===== src/rtl/life_support_ctrl.sv =====
// life_support_ctrl: per-zone O2, cabin temperature and power-reserve tracking
// with O2-versus-power arbitration and an OK/WARN/CRIT/FATAL alarm machine.
`timescale 1ns/1ps
module life_support_ctrl #(
    parameter int unsigned W        = 8,
    parameter int unsigned ZONES    = 4,
    parameter int unsigned O2_MAX   = 200,
    parameter int unsigned O2_LOW   = 32,
    parameter int unsigned TEMP_MAX = 100,
    parameter int unsigned TEMP_RST = 20,
    parameter int unsigned PWR_RST  = 255,
    parameter int unsigned GRACE    = 16
) (
    input  logic                 clk,
    input  logic                 rst,
    input  logic                 load,
    input  logic                 tick,
    input  logic [W-1:0]         o2_init,
    input  logic [W-1:0]         temp_init,
    input  logic [W-1:0]         pwr_init,
    input  logic [W-1:0]         temp_set,
    input  logic [1:0]           mode,
    input  logic [ZONES-1:0]     o2sup,
    input  logic [ZONES-1:0]     breach,
    input  logic                 chrg,
    output logic [ZONES*W-1:0]   o2_lvl,
    output logic [W-1:0]         temp_lvl,
    output logic [W-1:0]         pwr_lvl,
    output logic [ZONES-1:0]     zone_low,
    output logic [1:0]           alarm,
    output logic                 fatal
);

    localparam int unsigned GW = $clog2(GRACE + 1);

    localparam logic [W-1:0]  O2_MAX_L    = W'(O2_MAX);
    localparam logic [W-1:0]  O2_LOW_L    = W'(O2_LOW);
    localparam logic [W-1:0]  TEMP_MAX_L  = W'(TEMP_MAX);
    localparam logic [W-1:0]  TEMP_WARN_L = W'(TEMP_MAX - 8);
    localparam logic [W-1:0]  TEMP_RST_L  = W'(TEMP_RST);
    localparam logic [W-1:0]  PWR_RST_L   = W'(PWR_RST);
    localparam logic [W-1:0]  LVL_SAT     = '1;
    localparam logic [GW-1:0] GRACE_LAST  = GW'(GRACE - 1);

    localparam logic [1:0] MODE_NORMAL  = 2'b00;
    localparam logic [1:0] MODE_DEFENSE = 2'b01;
    localparam logic [1:0] MODE_STEALTH = 2'b10;
    localparam logic [1:0] MODE_EMERG   = 2'b11;

    typedef enum logic [1:0] {
        ST_OK    = 2'b00,
        ST_WARN  = 2'b01,
        ST_CRIT  = 2'b10,
        ST_FATAL = 2'b11
    } alarm_e;

    logic [W-1:0]     o2_q [ZONES];
    logic [W-1:0]     o2_d [ZONES];
    logic [W-1:0]     temp_q, temp_d;
    logic [W-1:0]     pwr_q, pwr_d;
    alarm_e           state_q, state_d;
    logic [GW-1:0]    grace_q, grace_d;
    logic             fatal_q, fatal_d;

    logic             pwr_ok_c;
    logic [1:0]       eff_mode_c;
    logic [ZONES-1:0] grant_c;
    logic [W:0]       cost_c;
    logic [ZONES-1:0] zone_low_c;
    logic             any_zero_c;
    logic             crit_c;
    logic             warn_c;

    // Effective mode, O2 grants and the per-tick power cost they imply
    always_comb begin
        pwr_ok_c   = (pwr_q != '0);
        eff_mode_c = pwr_ok_c ? mode : MODE_NORMAL;
        grant_c    = '0;
        cost_c     = '0;
        for (int i = 0; i < ZONES; i++) begin
            grant_c[i] = pwr_ok_c & (o2sup[i] | (mode == MODE_EMERG));
            cost_c     = cost_c + (W+1)'(grant_c[i]);
        end
        if (eff_mode_c == MODE_DEFENSE) begin
            cost_c = cost_c + (W+1)'(2);
        end
    end

    // Next values of the level registers; everything freezes once FATAL
    always_comb begin
        for (int i = 0; i < ZONES; i++) begin
            o2_d[i] = o2_q[i];
        end
        temp_d = temp_q;
        pwr_d  = pwr_q;
        if (state_q != ST_FATAL) begin
            if (load) begin
                for (int i = 0; i < ZONES; i++) begin
                    o2_d[i] = (o2_init > O2_MAX_L) ? O2_MAX_L : o2_init;
                end
                temp_d = temp_init;
                pwr_d  = pwr_init;
            end else if (tick) begin
                for (int i = 0; i < ZONES; i++) begin
                    if (breach[i]) begin
                        o2_d[i] = (o2_q[i] >= W'(4)) ? (o2_q[i] - W'(4)) : '0;
                    end else if (grant_c[i]) begin
                        o2_d[i] = (o2_q[i] >= O2_MAX_L) ? O2_MAX_L : (o2_q[i] + W'(1));
                    end else begin
                        o2_d[i] = (o2_q[i] != '0) ? (o2_q[i] - W'(1)) : '0;
                    end
                end
                if (eff_mode_c == MODE_STEALTH) begin
                    temp_d = (temp_q != LVL_SAT) ? (temp_q + W'(1)) : temp_q;
                end else if (temp_q < temp_set) begin
                    temp_d = temp_q + W'(1);
                end else if (temp_q > temp_set) begin
                    temp_d = temp_q - W'(1);
                end
                if (chrg) begin
                    pwr_d = (pwr_q != LVL_SAT) ? (pwr_q + W'(1)) : pwr_q;
                end else if ({1'b0, pwr_q} >= cost_c) begin
                    pwr_d = pwr_q - W'(cost_c);
                end else begin
                    pwr_d = '0;
                end
            end
        end
    end

    // Level registers
    always_ff @(posedge clk or negedge rst) begin
        if (!rst) begin
            for (int i = 0; i < ZONES; i++) begin
                o2_q[i] <= O2_MAX_L;
            end
            temp_q <= TEMP_RST_L;
            pwr_q  <= PWR_RST_L;
        end else begin
            for (int i = 0; i < ZONES; i++) begin
                o2_q[i] <= o2_d[i];
            end
            temp_q <= temp_d;
            pwr_q  <= pwr_d;
        end
    end

    // Hazard conditions derived from the registered levels
    always_comb begin
        zone_low_c = '0;
        any_zero_c = 1'b0;
        for (int i = 0; i < ZONES; i++) begin
            zone_low_c[i] = (o2_q[i] < O2_LOW_L);
            any_zero_c    = any_zero_c | (o2_q[i] == '0);
        end
        crit_c = any_zero_c | (temp_q >= TEMP_MAX_L);
        warn_c = (|zone_low_c) | (temp_q >= TEMP_WARN_L);
    end

    // Alarm state and grace counter registers
    always_ff @(posedge clk or negedge rst) begin
        if (!rst) begin
            state_q <= ST_OK;
            grace_q <= '0;
            fatal_q <= 1'b0;
        end else begin
            state_q <= state_d;
            grace_q <= grace_d;
            fatal_q <= fatal_d;
        end
    end

    // Alarm next state; a clearing hazard beats the final grace tick
    always_comb begin
        state_d = state_q;
        grace_d = grace_q;
        case (state_q)
            ST_OK, ST_WARN: begin
                grace_d = '0;
                if (crit_c)      state_d = ST_CRIT;
                else if (warn_c) state_d = ST_WARN;
                else             state_d = ST_OK;
            end
            ST_CRIT: begin
                if (!crit_c) begin
                    grace_d = '0;
                    state_d = warn_c ? ST_WARN : ST_OK;
                end else if (load) begin
                    grace_d = '0;
                end else if (tick) begin
                    if (grace_q == GRACE_LAST) begin
                        state_d = ST_FATAL;
                    end else begin
                        grace_d = grace_q + GW'(1);
                    end
                end
            end
            default: begin
                state_d = ST_FATAL;
            end
        endcase
    end

    // Registered fatal flag tracks the FATAL state exactly
    always_comb begin
        fatal_d = (state_d == ST_FATAL);
    end

    // Output mapping
    always_comb begin
        for (int i = 0; i < ZONES; i++) begin
            o2_lvl[i*W +: W] = o2_q[i];
        end
        temp_lvl = temp_q;
        pwr_lvl  = pwr_q;
        zone_low = zone_low_c;
        alarm    = state_q;
        fatal    = fatal_q;
    end

endmodule


===== config.mk =====
export PLATFORM = sky130hd
export DESIGN_NAME = life_support_ctrl
export DESIGN_NICKNAME = d
export VERILOG_FILES = /design/src/rtl/life_support_ctrl.sv
export SDC_FILE = /design/constraint.sdc
export NUM_CORES = 1
export LEC_CHECK = 0
export CORE_UTILIZATION = 45
export DETAILED_ROUTE_END_ITERATION = 10
export DONT_BUFFER_PORTS = 1
export PLACE_DENSITY_LB_ADDON = 0.05
export SLEW_MARGIN = 20
export SYNTH_ARGS = -nofsm -noshare
export SYNTH_HDL_FRONTEND = slang
export SYNTH_SLANG_ARGS = --single-unit

===== constraint.sdc =====
create_clock -name clk -period 4.4 [get_ports clk]
set_input_delay 0.44 -clock clk [delete_from_list [all_inputs] [get_ports clk]]
set_output_delay 0.44 -clock clk [all_outputs]
set_load 0.01 [all_outputs]

==> summary.txt <==
Post-Route WL - 19.1 mm
TritonCTS Buffers - 5
Root Buffer - clkbuf_16
Post-synth EDFFs - 0
total vias in the final route - 6,090
path type of the worst setup path - register to register
RSZ-0062 raised after global routing - no
biggest area consumer among synthesized cells - dfrtp_1
Die Wd - 117 µm
Avg WL per Cell - 20.5 µm
top post-synthesis cells by area - dfrtp_1 14%, dfstp_2 9.7%, ha_1 9.6%, nor2_1 4.3%, nor3_1 3.8%
Post-synth ARST share - 1.00
TritonCTS clock tree - yes
DRT antenna net count - 0
Slew @ Worst Pin - 1000 ps
HP Class - primary input to async pin
first-pass GRT wire length - 30.6 mm
clk_lat worst skew - 310 ps
iteration-0 DRC count of the detailed router - 515
critical-path cell list - inv_1, ha_2, or4b_4, o22ai_4, inv_2, fa_1, ha_1, ha_4, xor2_2, inv_1, ha_1, nand4_1, o211a_1, a31o_4, o22ai_1, o21ai_0, a21oi_1
Startpoint Class - register
maximum buffer depth of the clock tree - 2
Worst R2R Path Depth - 17
Routability Congestion - 0.937
number of max-cap violations - 0
final instance area - 6460 µm²
Nets - 856
largest net degree at the start of global routing - 57
failing checks - hold timing
WHS - -6.12 ps
drc violations - 0
VDD IR max - 0.273 mV
DP Area - 6220 µm²
final cycle utilization of the critical path - 0.952
CTS clk-pin slew, worst paths - 80 ps
Final Setup Violations - 0
Reg2Reg Launch Point - pwr_lvl[1]$_DFFE_PN1P_
final hold viol count - 3
sequential area share after synthesis - 0.239
Ports - 102
row count - 41
reg2reg setup slack - 210 ps
Initial Util - 0.469
core area - 12,800 µm²
vias in the first global route - 5,556
FF/Latch Area - 1430 µm²
GRT overflow - 0
CTS H-tree depth - 2
clk_skew - 4.26 ps
critical path required time - 4640 ps
# fillers - 1,262
Slowest cell on crit path - or4b_4
CP max stage delay - 510 ps
Mapped Area - 5990 µm²
Seq cells post-synth - 56
Syn Nets - 867
dominant synthesized flop cell - dfrtp_1
Data arrival, critical path - 4430 ps
gr usage total - 0.277
layout cells sized above 1 - 0.122
syn avg cell area - 7.76 µm²
synth unique cells - 81
Syn Inst Count - 772
minimum clock period - 4190 ps
reg-to-reg endpoint - pwr_lvl[6]$_DFFE_PN1P_
die footprint - 13,800 µm²
clk sinks - 56
area grow syn2layout - 7.90%
post-DR vias/cell - 6.52
Fmax - 239 MHz
Leakage Power - 2.55 nW
buffers added on ports - 0
area of the multi-input gates - 4260 µm²
Critical Path Fanout Max - 4
outcome - finished with violations
Worst setup EP type - register
most frequent cell after synthesis - nor2_1
yosys warns - 0
first-pass iteration count of the detailed router - 4
pwr/cell area - 675 nW/µm²
final max-slew violation count - 0
post-DP HPWL - 13.8 mm
area share of the largest cell type after synthesis - 0.142
setup_tns - 0 ps
number of antenna diodes - 0
Die Height - 117 µm
top cell types by occurrence after synthesis - 69 x nor2_1, 60 x nand2_1, 48 x inv_1, 46 x ha_1, 46 x nor3_1
relative max-transition margin - 0.331
initial antenna violation count - 0
==> per-stage QoR <==
step	setup slack (ps)	hold WS, ps	cells	total power [mW]	utilization
after floorplan	27.1	144	772	3.16	-
after global placement	72.3	146	923	3.77	0.487
after detailed placement	6.97	146	923	3.82	0.487
after CTS	65.0	2.06	932	4.31	0.501
after global routing	8.29	6.36	934	4.72	0.506
final	212	-6.12	934	4.36	0.506
==> worst max path at each step <==
stage	cells past startpoint	end	start
floorplan	18	pwr_lvl[5]$_DFFE_PN1P_	pwr_lvl[1]$_DFFE_PN1P_
global placement	17	pwr_lvl[3]$_DFFE_PN1P_	pwr_lvl[1]$_DFFE_PN1P_
detailed placement	17	pwr_lvl[5]$_DFFE_PN1P_	pwr_lvl[1]$_DFFE_PN1P_
CTS	17	pwr_lvl[2]$_DFFE_PN1P_	pwr_lvl[1]$_DFFE_PN1P_
global route	17	pwr_lvl[6]$_DFFE_PN1P_	pwr_lvl[1]$_DFFE_PN1P_
finish	17	pwr_lvl[6]$_DFFE_PN1P_	pwr_lvl[1]$_DFFE_PN1P_
==> sequential cells by signal, indices dropped and copies added, names as in the netlist <==
register	cells
grace_q	5
fatal	1
o2_lvl	32
pwr_lvl	8
temp_lvl	8
alarm	2
==> worst max-delay path, delay by kind of cell, from the launching register on <==
| family | cells | cell delay [ps] |
|---|---|---|
| xor+xnor | 1 | 170 |
| buf+inv | 3 | 230 |
| fa+ha+maj | 5 | 1510 |
| simple gates | 2 | 640 |
| flops | 1 | 370 |
| compound gates | 6 | 1190 |
==> metal layers <==
metal | track usage | up-vias | routed length (µm)
met3 | 0.0589 | 37 | 1520
li1 | - | 2877 | -
met1 | 0.391 | 2917 | 8570
met5 | 0 | - | 0
met4 | 0.110 | 0 | 573
met2 | 0.410 | 259 | 8490
==> power by group <==
group / switching, mW / internal, mW
logic: 1.38 / 1.02
clock network: 0.213 / 0.244
registers: 0.682 / 0.829
==> layout make-up <==
class | instances | area share
flip-flops and latches | 56 | 0.221
inverters | 51 | 0.0296
well taps | 172 | 0.0333
clock buffers | 8 | 0.0242
multi-input cells | 622 | 0.660
repair buffers | 25 | 0.0321
==> layout by cell type (no fill, tap or decap), types with 18 or more instances in the layout <==
| cell type | instances |
|---|---|
| dfrtp_1 | 34 |
| nand2_1 | 60 |
| nor2_1 | 69 |
| inv_1 | 48 |
| ha_1 | 44 |
| o21ai_0 | 38 |
| nand3_1 | 24 |
| nor3_1 | 46 |
| a21oi_1 | 35 |
| dfstp_2 | 22 |
| nand4_1 | 18 |
| buf_4 | 24 |
==> logic make-up after synthesis <==
family / Yosys count / share of synthesized area
simple gates: 315 / 0.274
compound gates: 229 / 0.277
buf+inv: 94 / 0.0597
flops: 56 / 0.239
fa+ha+maj: 48 / 0.103
xor+xnor: 21 / 0.0307
mux: 9 / 0.0175
==> what timing repair did <==
item	CTS	global route
hold buffers	1	0
gates resized for setup	1	8
pin swaps	0	1
endpoints found under the setup margin	3	8
gates cloned	0	0
hold endpoints to repair	56	0
buffers inserted	0	2
Note: power is estimated with default switching activity, not from simulation.
